<file path="config.mk">
export PLATFORM = sky130hd
export DESIGN_NAME = dff_chain_ctrl
export DESIGN_NICKNAME = d
export VERILOG_FILES = /design/src/rtl/dff_chain_ctrl.sv
export SDC_FILE = /design/constraint.sdc
export NUM_CORES = 1
export LEC_CHECK = 0
export BUFFER_PORTS_ARGS = -buffer_cell sky130_fd_sc_hd__buf_2
export CELL_PAD_IN_SITES_DETAIL_PLACEMENT = 1
export CELL_PAD_IN_SITES_GLOBAL_PLACEMENT = 1
export CORE_AREA = 2 2 76 49
export DETAILED_ROUTE_END_ITERATION = 12
export DIE_AREA = 0 0 78 51
export PLACE_DENSITY = 0.77
export SETUP_SLACK_MARGIN = 0.3
export SYNTH_ARGS = -nofsm -noshare
export SYNTH_HDL_FRONTEND = slang
export SYNTH_SLANG_ARGS = --single-unit
</file>
<file path="constraint.sdc">
create_clock -name CLK_BAR -period 4.1 [get_ports CLK_BAR]
set_input_delay 0.205 -clock CLK_BAR [delete_from_list [all_inputs] [get_ports CLK_BAR]]
set_output_delay 0.205 -clock CLK_BAR [all_outputs]
set_load 0.01 [all_outputs]
</file>
<file path="src/rtl/dff_chain_ctrl.sv">
// rtl/dff_chain_ctrl.sv - command sequencer for a serial D flip-flop chain
//
// Sequences LOAD / CLEAR / PRESET / NOP commands onto a bank of WIDTH
// falling-edge D flip-flops wired as a shift chain.
//
// Ports:
//   CLK_BAR        clock, all state changes on the falling edge
//   CLR_BAR        asynchronous active-low reset
//   CMD_VALID      command present
//   CMD            00 NOP, 01 LOAD, 10 CLEAR, 11 PRESET
//   DATA_IN        LOAD word, captured at accept
//   MSB_FIRST      shift order, captured at accept
//   ABORT          abort the command in progress
//   CMD_READY      idle and able to accept
//   BUSY           command in progress
//   DONE           one-cycle completion pulse
//   SER_D          serial data into chain cell 0
//   SHIFT_EN       chain shift enable
//   LATCH          one-cycle chain output latch strobe
//   CHAIN_CLR_BAR  chain async clear, active-low
//   CHAIN_PRE_BAR  chain async preset, active-low

module dff_chain_ctrl #(
    parameter int WIDTH   = 8,
    parameter int PULSE_W = 2
) (
    input  logic             CLK_BAR,
    input  logic             CLR_BAR,
    input  logic             CMD_VALID,
    input  logic [1:0]       CMD,
    input  logic [WIDTH-1:0] DATA_IN,
    input  logic             MSB_FIRST,
    input  logic             ABORT,
    output logic             CMD_READY,
    output logic             BUSY,
    output logic             DONE,
    output logic             SER_D,
    output logic             SHIFT_EN,
    output logic             LATCH,
    output logic             CHAIN_CLR_BAR,
    output logic             CHAIN_PRE_BAR
);

    localparam int BCW = $clog2(WIDTH + 1);

    localparam logic [1:0] CMD_NOP    = 2'b00;
    localparam logic [1:0] CMD_LOAD   = 2'b01;
    localparam logic [1:0] CMD_CLEAR  = 2'b10;
    localparam logic [1:0] CMD_PRESET = 2'b11;

    localparam logic [BCW-1:0] BIT_LAST   = BCW'(WIDTH);
    localparam logic [3:0]     PULSE_LAST = 4'(PULSE_W);

    typedef enum logic [2:0] {
        S_IDLE,
        S_SHIFT,
        S_LATCH,
        S_PULSE,
        S_FIN
    } state_t;

    state_t           state_q;
    logic [WIDTH-1:0] sreg_q;
    logic [BCW-1:0]   bit_cnt_q;
    logic [3:0]       pulse_cnt_q;
    logic             ready_q;
    logic             busy_q;
    logic             done_q;
    logic             ser_d_q;
    logic             shift_en_q;
    logic             latch_q;
    logic             clr_bar_q;
    logic             pre_bar_q;

    logic             accept;
    logic [WIDTH-1:0] ordered_d;
    logic [BCW-1:0]   bit_cnt_d;
    logic [3:0]       pulse_cnt_d;

    // CMD_READY is only high in IDLE or FIN, so it doubles as the accept gate
    assign accept = CMD_VALID && ready_q;

    // The shift register always emits bit 0 first; MSB-first words are
    // bit-reversed at capture so the shift path never depends on order.
    always_comb begin
        ordered_d = DATA_IN;
        if (MSB_FIRST) begin
            for (int i = 0; i < WIDTH; i++) begin
                ordered_d[i] = DATA_IN[WIDTH-1-i];
            end
        end
    end

    // Saturating counter increments
    always_comb begin
        bit_cnt_d   = (bit_cnt_q == BIT_LAST) ? bit_cnt_q : bit_cnt_q + 1'b1;
        pulse_cnt_d = (pulse_cnt_q == 4'hF) ? pulse_cnt_q : pulse_cnt_q + 4'd1;
    end

    always_ff @(negedge CLK_BAR or negedge CLR_BAR) begin
        if (!CLR_BAR) begin
            state_q     <= S_IDLE;
            sreg_q      <= '0;
            bit_cnt_q   <= '0;
            pulse_cnt_q <= '0;
            ready_q     <= 1'b0;
            busy_q      <= 1'b0;
            done_q      <= 1'b0;
            ser_d_q     <= 1'b0;
            shift_en_q  <= 1'b0;
            latch_q     <= 1'b0;
            clr_bar_q   <= 1'b1;
            pre_bar_q   <= 1'b1;
        end else begin
            // DONE and LATCH are single-cycle strobes
            done_q  <= 1'b0;
            latch_q <= 1'b0;

            case (state_q)
                // FIN behaves like IDLE for acceptance so a held request
                // starts on the edge that closes the DONE cycle.
                S_IDLE, S_FIN: begin
                    if (accept) begin
                        ready_q <= 1'b0;
                        busy_q  <= 1'b1;
                        case (CMD)
                            CMD_LOAD: begin
                                state_q    <= S_SHIFT;
                                shift_en_q <= 1'b1;
                                ser_d_q    <= ordered_d[0];
                                sreg_q     <= ordered_d >> 1;
                                bit_cnt_q  <= BCW'(1);
                            end
                            CMD_CLEAR: begin
                                state_q     <= S_PULSE;
                                clr_bar_q   <= 1'b0;
                                pulse_cnt_q <= 4'd1;
                            end
                            CMD_PRESET: begin
                                state_q     <= S_PULSE;
                                pre_bar_q   <= 1'b0;
                                pulse_cnt_q <= 4'd1;
                            end
                            default: begin
                                state_q <= S_FIN;
                                done_q  <= 1'b1;
                                ready_q <= 1'b1;
                                busy_q  <= 1'b0;
                            end
                        endcase
                    end else begin
                        state_q <= S_IDLE;
                        ready_q <= 1'b1;
                        busy_q  <= 1'b0;
                    end
                end

                S_SHIFT: begin
                    if (ABORT) begin
                        state_q    <= S_IDLE;
                        shift_en_q <= 1'b0;
                        ser_d_q    <= 1'b0;
                        ready_q    <= 1'b1;
                        busy_q     <= 1'b0;
                    end else if (bit_cnt_q == BIT_LAST) begin
                        state_q    <= S_LATCH;
                        shift_en_q <= 1'b0;
                        ser_d_q    <= 1'b0;
                        latch_q    <= 1'b1;
                    end else begin
                        ser_d_q   <= sreg_q[0];
                        sreg_q    <= sreg_q >> 1;
                        bit_cnt_q <= bit_cnt_d;
                    end
                end

                S_LATCH: begin
                    state_q <= ABORT ? S_IDLE : S_FIN;
                    done_q  <= !ABORT;
                    ready_q <= 1'b1;
                    busy_q  <= 1'b0;
                end

                S_PULSE: begin
                    if (ABORT || pulse_cnt_q == PULSE_LAST) begin
                        state_q   <= ABORT ? S_IDLE : S_FIN;
                        done_q    <= !ABORT;
                        clr_bar_q <= 1'b1;
                        pre_bar_q <= 1'b1;
                        ready_q   <= 1'b1;
                        busy_q    <= 1'b0;
                    end else begin
                        pulse_cnt_q <= pulse_cnt_d;
                    end
                end

                default: begin
                    state_q    <= S_IDLE;
                    shift_en_q <= 1'b0;
                    ser_d_q    <= 1'b0;
                    clr_bar_q  <= 1'b1;
                    pre_bar_q  <= 1'b1;
                    ready_q    <= 1'b0;
                    busy_q     <= 1'b0;
                end
            endcase
        end
    end

    assign CMD_READY     = ready_q;
    assign BUSY          = busy_q;
    assign DONE          = done_q;
    assign SER_D         = ser_d_q;
    assign SHIFT_EN      = shift_en_q;
    assign LATCH         = latch_q;
    assign CHAIN_CLR_BAR = clr_bar_q;
    assign CHAIN_PRE_BAR = pre_bar_q;

endmodule

</file>
==> results of run 1 <==
cells in the mapped netlist, types with 2 or more instances:
cell	n	area, sq um
nand4_1	2	12.51
xor2_1	2	17.52
dfrtn_1	24	600.6
mux2i_1	7	70.07
nor2b_1	2	12.51
inv_1	6	22.52
a21oi_1	6	30.03
buf_4	2	15.01
buf_6	2	22.52
o21ai_2	3	26.28
dfstp_2	2	52.55
ha_1	4	50.05
o21ai_1	9	45.04
a32o_1	2	20.02
nand3_1	5	25.02
nor2_1	6	22.52
o21ai_0	9	45.04
o211ai_1	2	15.01
nand2_1	20	75.07
a22o_1	2	17.52
worst max path at each step:
stage | end
detailed placement | sreg_q[4]$_DFFE_NN0P_
floorplan | sreg_q[1]$_DFFE_NN0P_
CTS | sreg_q[4]$_DFFE_NN0P_
global route | sreg_q[4]$_DFFE_NN0P_
global placement | sreg_q[4]$_DFFE_NN0P_
finish | sreg_q[4]$_DFFE_NN0P_
per-stage QoR:
step           utilization  area [sq um]  std cells  hold slack (ns)
6_report            0.4783          1628        212           0.4347
5_1_grt             0.4783          1628        212           0.4642
4_1_cts             0.4783          1628        212           0.4358
3_5_place_dp        0.4640          1579        207           0.4356
3_3_place_gp        0.4640          1579        207           0.4203
2_1_floorplan            -          1453        143           0.4124
area by class of cell:
type,instances,share of cell area
clock buffers,4,0.02767
well taps,47,0.03613
flip-flops and latches,26,0.4012
multi-input cells,106,0.4512
clock inverters,2,0.004612
inverters,5,0.01153
repair buffers,22,0.06764
layer usage:
| metal | vias to the layer above | wire, um | track usage |
|---|---|---|---|
| met3 | 2 | 169 | 0.04417 |
| met2 | 31 | 1555 | 0.3132 |
| li1 | 572 | - | - |
| met5 | - | 0 | 0 |
| met1 | 573 | 1769 | 0.2937 |
| met4 | 0 | 7 | 0.03216 |
tightest hold or removal path, stage by stage (launching register included):
cell	delay (ns)
dfrtn_1	0.41
nand2_1	0.07
o21ai_2	0.05
power groups by stage:
stage	sequential (uW)	clock (uW)	combinational (uW)
after CTS	477	157	436
final	477	155	432
after global routing	493	171	489
after detailed placement	478	4.58	434
after floorplan	446	4.58	353
after global placement	468	4.58	407
state kept, by name, summed over array words and instances (netlist names), 3 cells and up:
register,count
sreg_q,7
bit_cnt_q,4
pulse_cnt_q,4
state_q,3
logic make-up after synthesis:
family | after synthesis | synth area share
and+or+nand+nor | 47 | 0.1774
AOI/OAI and AO/OA | 44 | 0.2102
muxes | 9 | 0.07149
DFF | 26 | 0.4496
adders and majority gates | 4 | 0.03445
xor gates and xnor gates | 2 | 0.01206
buffers and inverters | 11 | 0.04478
==> results.toml, run 1 <==
[run_status]
outcome = "finished clean"

[logic_synthesis]
synth_ff_type = "dfrtn_1"
netlist_area_sq_mm = 0.001453
avgSynthCellArea_sq_um = 10.16
yosys_warnings = 0
synth_seq_cells = 26
synth_fp_nets = 162
synth_cells = 143
ys_async_sr_fraction = 1.000
ys_types = 46
synth_enable_flop_cells = 0
ys_seq_area_frac = 0.4496

[timing]
setup_slack_ns = 0.7390
max_slew_margin = 0.4619
hold_viol = 0
max_slew.worst_pin.slew_ns = 0.8072
setup_viol = 0
drv_slew = 0
rsz0062_at_grt = "no"
fin_tns_setup_ns = 0
skew_ns = 0.05054

[routing]
vias_per_cell = 5.557
routed_wl_um = 3502
wl_per_cell_um = 16.52
drc = 0
drtIter0Drc = 99
vias = 1178
antenna_left = 0
dr.pass1.iters = 4

[finish]
seqCellArea_sq_um = 653.1
fillCellCount = 399
fin_nets = 185
final_common_cell = "dfrtn_1"
multi_input_area_sq_um = 734.5
syn_to_final_growth_pct = 12.06
mostFrequentLayoutCells = "dfrtn_1, buf_2, nand2_1"
diodes = 0
drive_above_1_share = 0.2485

[clock_tree]
numCtsBuffers = 3
cts_max_level = 1
clock_latency_ns = 0.33
ctsHoldBuffers = 0
cts_num_sinks = 26
cts_buffer_depth = 2
path_clk_slew_ns = 0.06
cts-root-buf = "clkbuf_8"
cts_resized = 0
cts_tree = "done"
post_cts_buffers = 0

[die]
rows = 17
fp.dieH_um = 51
core_sq_mm = 0.003403
initial_core_util = 0.4268
dieArea_sq_mm = 0.003978
ios = 23
die_x_um = 78

[critical_path]
worstPathMaxFanout = 15
arrival_ns = 1.40
cpPeakStageDelay_ns = 0.64
critPathLaunch = "CMD[1]"
endpoint_kind = "flip-flop"
reg2reg_to = "sreg_q[4]$_DFFE_NN0P_"
path_cells = "buf_2, and4b_1, a22oi_2, o21ai_1"
reg2regPathDepth = 5
required_ns = 2.14
regToRegStartpoint = "bit_cnt_q[0]$_DFFE_NN0P_"
cp-start-kind = "input pin"
r2r_slack_ns = 2.12
critPathKind = "input pin to flip-flop"
path_buf_inv = 1
path_delay_family = "compound AO/OA/AOI/OAI gates"
cp.depth = 4
critPathSlowestCell = "a22oi_2"

[hold_path]
hold_class = "flip-flop to flip-flop"
min_to = "sreg_q[2]$_DFFE_NN0P_"
hp-start = "sreg_q[2]$_DFFE_NN0P_"
holdPathStages = 2

[power]
p_clk_frac = 0.145
p_switching_uw = 432.9
p_seq_frac = 0.449
power.total_uw = 1064
peakVddDrop_uv = 290.2
p_leak_uw = 0.0007807
swShare = 0.4067
p_int_uw = 631.4
power.density_mw_per_mm2 = 653.9
pwr-share-comb = 0.406

[global_routing]
grt_pass1_vias = 1208
grt.overflow.total = 0
grt_pass1_wl_um = 6078
track_usage = 0.2011
grt_max_degree = 27
antenna_found_initial = 0

[place]
dp_hpwl_um = 2722
port_buffers = 22
place_ws_ns = 0.4193
gp_congestion = 0.7896

[flow_run]
maxCapViolations = 0
Power figures use the tool's default switching activity.
==> inputs of run 2 (changes only) <==
--- a/config.mk
+++ b/config.mk
@@ -5,13 +5,14 @@
 export SDC_FILE = /design/constraint.sdc
 export NUM_CORES = 1
 export LEC_CHECK = 0
+export ABC_AREA = 1
 export BUFFER_PORTS_ARGS = -buffer_cell sky130_fd_sc_hd__buf_2
 export CELL_PAD_IN_SITES_DETAIL_PLACEMENT = 1
 export CELL_PAD_IN_SITES_GLOBAL_PLACEMENT = 1
-export CORE_AREA = 2 2 76 49
+export CORE_AREA = 2 2 84 54
 export DETAILED_ROUTE_END_ITERATION = 12
-export DIE_AREA = 0 0 78 51
-export PLACE_DENSITY = 0.77
+export DIE_AREA = 0 0 86 56
+export PLACE_DENSITY = 0.72
 export SETUP_SLACK_MARGIN = 0.3
 export SYNTH_ARGS = -nofsm -noshare
 export SYNTH_HDL_FRONTEND = slang
==> constraint.sdc (replaced) <==
create_clock -name CLK_BAR -period 3.49 [get_ports CLK_BAR]
set_input_delay 0.1745 -clock CLK_BAR [delete_from_list [all_inputs] [get_ports CLK_BAR]]
set_output_delay 0.1745 -clock CLK_BAR [all_outputs]
set_load 0.01 [all_outputs]
==> run 2 against run 1 <==
  * Worst setup slack got worse by 0.14 ns
  * Critical path depth decreased by 3
  * Synthesized cell count increased by 52%
  * Combinational power increased by 32%
  * Core utilization decreased by 3.9 points
  * Via count increased by 20%
  * Cell area increased by 7.5%
  * Clock skew increased by 0.0015 ns
  * Critical path type is now flip-flop to output pin
  * Largest cell class unchanged
  * Global-route usage decreased by 3.3 points
  * Register-to-register slack got worse by 0.29 ns
  * Largest power group is now combinational logic
==> results.toml, run 2 <==
[run_status]
outcome = "finished clean"

[global_routing]
grt.overflow.total = 0
grt_pass1_wl_um = 6506
antenna_found_initial = 0
grt_max_degree = 27
track_usage = 0.1682
grt_pass1_vias = 1378

[die]
fp.dieH_um = 56
ios = 23
dieArea_sq_mm = 0.004816
initial_core_util = 0.3886
rows = 18
core_sq_mm = 0.003986
die_x_um = 86

[logic_synthesis]
synthTopCellsByArea = "dfrtn_1, nand2_1, nand3_1"
synthTopCellsByCount = "nand2_1, dfrtn_1, inv_1, nand3_1, o21ai_0"
ys_types = 23
ys_seq_area_frac = 0.4216
synth_enable_flop_cells = 0
avgSynthCellArea_sq_um = 7.105
synth_fp_nets = 237
synth_cells = 218
yosys.area.top_type_share = 0.3877
netlist_area_sq_mm = 0.001549
synth_seq_cells = 26
yosysTopAreaCell = "dfrtn_1"
ys_async_sr_fraction = 1.000
synth_ff_type = "dfrtn_1"
yosys_warnings = 0
post-synth-top-count-cell = "nand2_1"

[power]
peakVddDrop_uv = 278.9
p_leak_uw = 0.0009731
p_clk_frac = 0.148
swShare = 0.4497
p_switching_uw = 577.3
p_seq_frac = 0.407
power.density_mw_per_mm2 = 733.3
p_int_uw = 706.3
pwr-share-comb = 0.445

[finish]
mostFrequentLayoutCells = "nand2_1, dfrtn_1, inv_1"
fin_nets = 262
top_register = "sreg_q"
final_common_cell = "nand2_1"
largest_reg_flops = 7
drive_above_1_share = 0.1736
syn_to_final_growth_pct = 13.00
diodes = 0
top_regs = "sreg_q: 7 flops, bit_cnt_q: 4 flops, pulse_cnt_q: 4 flops"
fillCellCount = 521

[timing]
skew_ns = 0.05200
setup_viol = 0
setup_slack_ns = 0.5981
drv_slew = 0
fin_tns_setup_ns = 0
hold_viol = 0
rsz0062_at_grt = "no"
max_slew_margin = 0.5850
max_slew.worst_pin.slew_ns = 0.6225

[hold_path]
hold_class = "flip-flop to flip-flop"

[routing]
drc = 0
wl_per_cell_um = 12.56
drtIter0Drc = 45
dr.pass1.iters = 6
vias = 1419
antenna_left = 0
vias_per_cell = 4.860
routed_wl_um = 3668

[critical_path]
path_buf_inv = 1
critPathKind = "flip-flop to output pin"
worstPathMaxFanout = 2
required_ns = 3.32
critPathSlowestCell = "dfstp_2"
path_delay_family = "flip-flops"
endpoint_kind = "output pin"
cpPeakStageDelay_ns = 0.51
path_cells = "buf_2"
cp-start-kind = "flip-flop"
arrival_ns = 2.72

[clock_tree]
path_clk_slew_ns = 0.06
cts-root-buf = "clkbuf_8"
cts_buffer_depth = 2
post_cts_buffers = 0
numCtsBuffers = 3
cts_num_sinks = 26
clock_latency_ns = 0.33
ctsHoldBuffers = 0
cts_max_level = 1
cts_resized = 0
cts_tree = "done"

[place]
port_buffers = 22
dp_hpwl_um = 2879
place_ws_ns = 0.4780
gp_congestion = 0.7753

[flow_run]
maxCapViolations = 0
-- run 2: cell count changes in the layout (fill, tap and decap cells not counted), moves of 3 or more --
cell / before / now
nand2_1: 20 / 85
inv_1: 7 / 24
nand3_1: 5 / 18
nor2_1: 6 / 14
mux2i_1: 7 / 0
o21ai_1: 9 / 2
nand2_2: 0 / 6
o21ai_0: 9 / 15
a21oi_1: 6 / 2
inv_2: 0 / 3
nor3_1: 0 / 3
o21ai_2: 3 / 0
-- run 2: cells by family (layout without fill, tap and decap cells) --
group                    after synthesis  in the layout  share of synthesized area
AND/OR/NAND/NOR                      135            135                     0.3821
buffers and inverters                 29             53                    0.07592
flip-flops                            26             26                     0.4217
AO/OA/AOI/OAI                         22             22                    0.07673
adder cells (fa/ha/maj)                4              4                    0.03231
XOR/XNOR                               2              2                    0.01131
-- run 2: area by class of cell --
class,count,area [sq um],area share
Clock inverter,2,7.507,0.004289
Multi-Input combinational cell,163,778.2,0.4446
Inverter,25,93.84,0.05361
Tap cell,50,62.56,0.03574
Sequential cell,26,653.1,0.3731
Clock buffer,4,45.04,0.02573
Timing Repair Buffer,22,110.1,0.06290
-- run 2: tightest hold or removal path: stages (launching register included) --
cell and delay, ns:
dfrtn_1 0.41, nand2_1 0.05, nand2_1 0.05
-- run 2: worst paths after layout --
check | start | to | slack, ns | depth (start not counted)
worst max register to register | bit_cnt_q[0]$_DFFE_NN0P_ | sreg_q[1]$_DFFE_NN0P_ | 1.83 | 8
worst min-delay path | BUSY$_DFFE_NN0P_ | BUSY$_DFFE_NN0P_ | 0.42 | 2
max in group asynchronous | CLR_BAR | CHAIN_CLR_BAR$_DFFE_NN1P_ | 1.49 | 1
worst max-delay path | CHAIN_PRE_BAR$_DFFE_NN1P_ | CHAIN_PRE_BAR | 0.60 | 1
worst min register to register | BUSY$_DFFE_NN0P_ | BUSY$_DFFE_NN0P_ | 0.42 | 2
min in group asynchronous | CLR_BAR | CMD_READY$_DFFE_NN0P_ | 1.53 | 1
-- run 2: per-layer routing --
metal,GRT usage,part of all wire,up-vias
met5,0,0,-
met4,0.03401,0.0063,0
met3,0.04006,0.034,5
met2,0.2281,0.38,15
met1,0.2648,0.58,664
li1,-,-,735
-- run 2: per-stage QoR --
stage | area [sq um] | std cells | total power (uW) | hold WS (ns) | util
detailed placement | 1702 | 287 | 1106 | 0.4189 | 0.4269
CTS | 1750 | 292 | 1299 | 0.4210 | 0.4391
floorplan | 1549 | 218 | 945.7 | 0.4028 | -
global route | 1750 | 292 | 1413 | 0.4614 | 0.4391
global placement | 1702 | 287 | 1106 | 0.4132 | 0.4269
finish | 1750 | 292 | 1284 | 0.4164 | 0.4391
-- run 2: power by group through the flow --
stage	Clock (uW)	Combinational (uW)	Sequential, uW
3_5_place_dp	5.38	576	525
4_1_cts	197	580	522
6_report	190	571	522
5_1_grt	210	663	540
3_3_place_gp	5.38	573	528
2_1_floorplan	5.38	420	520
==> inputs of run 3 (changes only) <==
--- a/config.mk
+++ b/config.mk
@@ -5,14 +5,14 @@
 export SDC_FILE = /design/constraint.sdc
 export NUM_CORES = 1
 export LEC_CHECK = 0
-export ABC_AREA = 1
+export ABC_AREA = 0
 export BUFFER_PORTS_ARGS = -buffer_cell sky130_fd_sc_hd__buf_2
 export CELL_PAD_IN_SITES_DETAIL_PLACEMENT = 1
 export CELL_PAD_IN_SITES_GLOBAL_PLACEMENT = 1
-export CORE_AREA = 2 2 84 54
+export CORE_AREA = 2 2 79 51
 export DETAILED_ROUTE_END_ITERATION = 12
-export DIE_AREA = 0 0 86 56
-export PLACE_DENSITY = 0.72
+export DIE_AREA = 0 0 81 53
+export PLACE_DENSITY = 0.71
 export SETUP_SLACK_MARGIN = 0.3
 export SYNTH_ARGS = -nofsm -noshare
 export SYNTH_HDL_FRONTEND = slang
==> constraint.sdc (replaced) <==
create_clock -name CLK_BAR -period 2.9 [get_ports CLK_BAR]
set_input_delay 0.145 -clock CLK_BAR [delete_from_list [all_inputs] [get_ports CLK_BAR]]
set_output_delay 0.145 -clock CLK_BAR [all_outputs]
set_load 0.01 [all_outputs]
==> run 3 against run 2 <==
  * Worst hold slack improved by 0.015 ns
  * Clock-buffer cell count shrank 1
  * Core utilization is 3.3 points higher
  * Largest cell class unchanged
  * Critical endpoint is now CHAIN_CLR_BAR
  * Clock power up 19%
==> results.toml, run 3 (synthesis gave the netlist of run 1 again) <==
[clock_tree]
path_clk_slew_ns = 0.06
cts_tree = "done"
cts_max_level = 1
clock_latency_ns = 0.34
numCtsBuffers = 3
cts_buffer_depth = 2
cts-root-buf = "clkbuf_8"
ctsHoldBuffers = 0
cts_num_sinks = 26

[hold_path]
holdPathStages = 2
min_to = "sreg_q[2]$_DFFE_NN0P_"
hp-start = "sreg_q[2]$_DFFE_NN0P_"
hold_class = "flip-flop to flip-flop"

[finish]
top_regs = "sreg_q: 7 flops, bit_cnt_q: 4 flops, pulse_cnt_q: 4 flops"
syn_to_final_growth_pct = 14.64
diodes = 0
top_register = "sreg_q"
largest_reg_flops = 7
fin_nets = 189
drive_above_1_share = 0.2722
final_common_cell = "dfrtn_1"
mostFrequentLayoutCells = "dfrtn_1, buf_2, nand2_1"

[die]
dieArea_sq_mm = 0.004293
initial_core_util = 0.4114
ios = 23
core_sq_mm = 0.003531
fp.dieH_um = 53
die_x_um = 81
rows = 17

[run_status]
outcome = "finished clean"

[routing]
vias_per_cell = 5.588
antenna_left = 0
drtIter0Drc = 56
wl_met3_um = 172
highest_layer = "met4"
drc = 0
wl_met1_um = 1821
met2RoutedLength_um = 1571
routed_wl_um = 3580
dr.pass1.iters = 4
vias = 1207
wl_per_cell_um = 16.57

[timing]
max_slew_margin = 0.6035
hold_viol = 0
fin_tns_setup_ns = 0
setup_viol = 0
skew_ns = 0.05745
holdWs_ns = 0.4312
drv_slew = 0
rsz0062_at_grt = "yes"
max_slew.worst_pin.slew_ns = 0.5947

[critical_path]
reg2regPathDepth = 6
required_ns = 2.76
critPathKind = "flip-flop to output pin"
path_cells = "buf_2"
path_buf_inv = 1
critPathSlowestCell = "dfstp_2"
path_delay_family = "flip-flops"
cpPeakStageDelay_ns = 0.53
worstPathMaxFanout = 2
reg2reg_to = "pulse_cnt_q[0]$_DFFE_NN0P_"
r2r_slack_ns = 1.07
arrival_ns = 2.44
cp-start-kind = "flip-flop"
endpoint_kind = "output pin"
regToRegStartpoint = "pulse_cnt_q[0]$_DFFE_NN0P_"

[power]
power.density_mw_per_mm2 = 926.0
p_leak_uw = 0.0008014
peakVddDrop_uv = 388.5

[global_routing]
track_usage = 0.1900
antenna_found_initial = 0
grt_max_degree = 27
grt.overflow.total = 0
grt_pass1_vias = 1179
grt_pass1_wl_um = 6009

[flow_run]
maxCapViolations = 0

[place]
port_buffers = 22
dp_hpwl_um = 2707
gp_congestion = 0.7702
run 3: cell count changes in the layout (fill, tap and decap cells not counted), moves of 7 or more:
cell | previous run | this run
nand2_1 | 85 | 20
inv_1 | 24 | 7
nand3_1 | 18 | 5
nor2_1 | 14 | 6
mux2i_1 | 0 | 7
o21ai_1 | 2 | 9
run 3: layout make-up:
class	count	area, sq um
clock inverter	3	12.51
tap	47	58.81
timing repair buffer	26	146.4
multi-input combinational	106	734.5
fill	428	1866
clock buffer	3	41.29
sequential	26	653.1
inverter	5	18.77
run 3: stage by stage:
stage / util / cells / cell area (sq um) / setup slack, ns / power, uW
final: 0.4717 / 216 / 1665 / 0.3164 / 1542
after CTS: 0.4699 / 216 / 1659 / 0.3131 / 1540
after global placement: 0.4557 / 211 / 1609 / 0.1701 / 1276
after global routing: 0.4717 / 216 / 1665 / 0.2884 / 1666
after detailed placement: 0.4557 / 211 / 1609 / 0.09976 / 1315
after floorplan: - / 143 / 1453 / 0.3549 / 1136
run 3: worst max-delay path by stage:
stage / startpoint / endpoint / slack (ns) / cells after the start
4_1_cts: CHAIN_PRE_BAR$_DFFE_NN1P_ / CHAIN_PRE_BAR / 0.31 / 1
2_1_floorplan: ABORT / sreg_q[1]$_DFFE_NN0P_ / 0.35 / 5
6_report: CHAIN_CLR_BAR$_DFFE_NN1P_ / CHAIN_CLR_BAR / 0.32 / 1
3_3_place_gp: ABORT / state_q[1]$_DFFE_NN0P_ / 0.17 / 6
3_5_place_dp: ABORT / state_q[1]$_DFFE_NN0P_ / 0.1 / 6
5_1_grt: CHAIN_PRE_BAR$_DFFE_NN1P_ / CHAIN_PRE_BAR / 0.29 / 1
run 3: timing repair:
action / in CTS / in global routing
resized for setup: 0 / 1
setup endpoints to repair: 0 / 1
buffers inserted: 0 / 0
run 3: layer usage:
metal  up-vias  track usage
met1       599       0.2761
met2        30       0.2906
met3         2      0.04266
li1        576            -
met4         0      0.03672
met5         -            0
run 3: power by group:
group | switching, uW | internal [uW]
sequential | 146 | 526
combinational | 352 | 293
clock | 127 | 99.3
total | 624 | 918
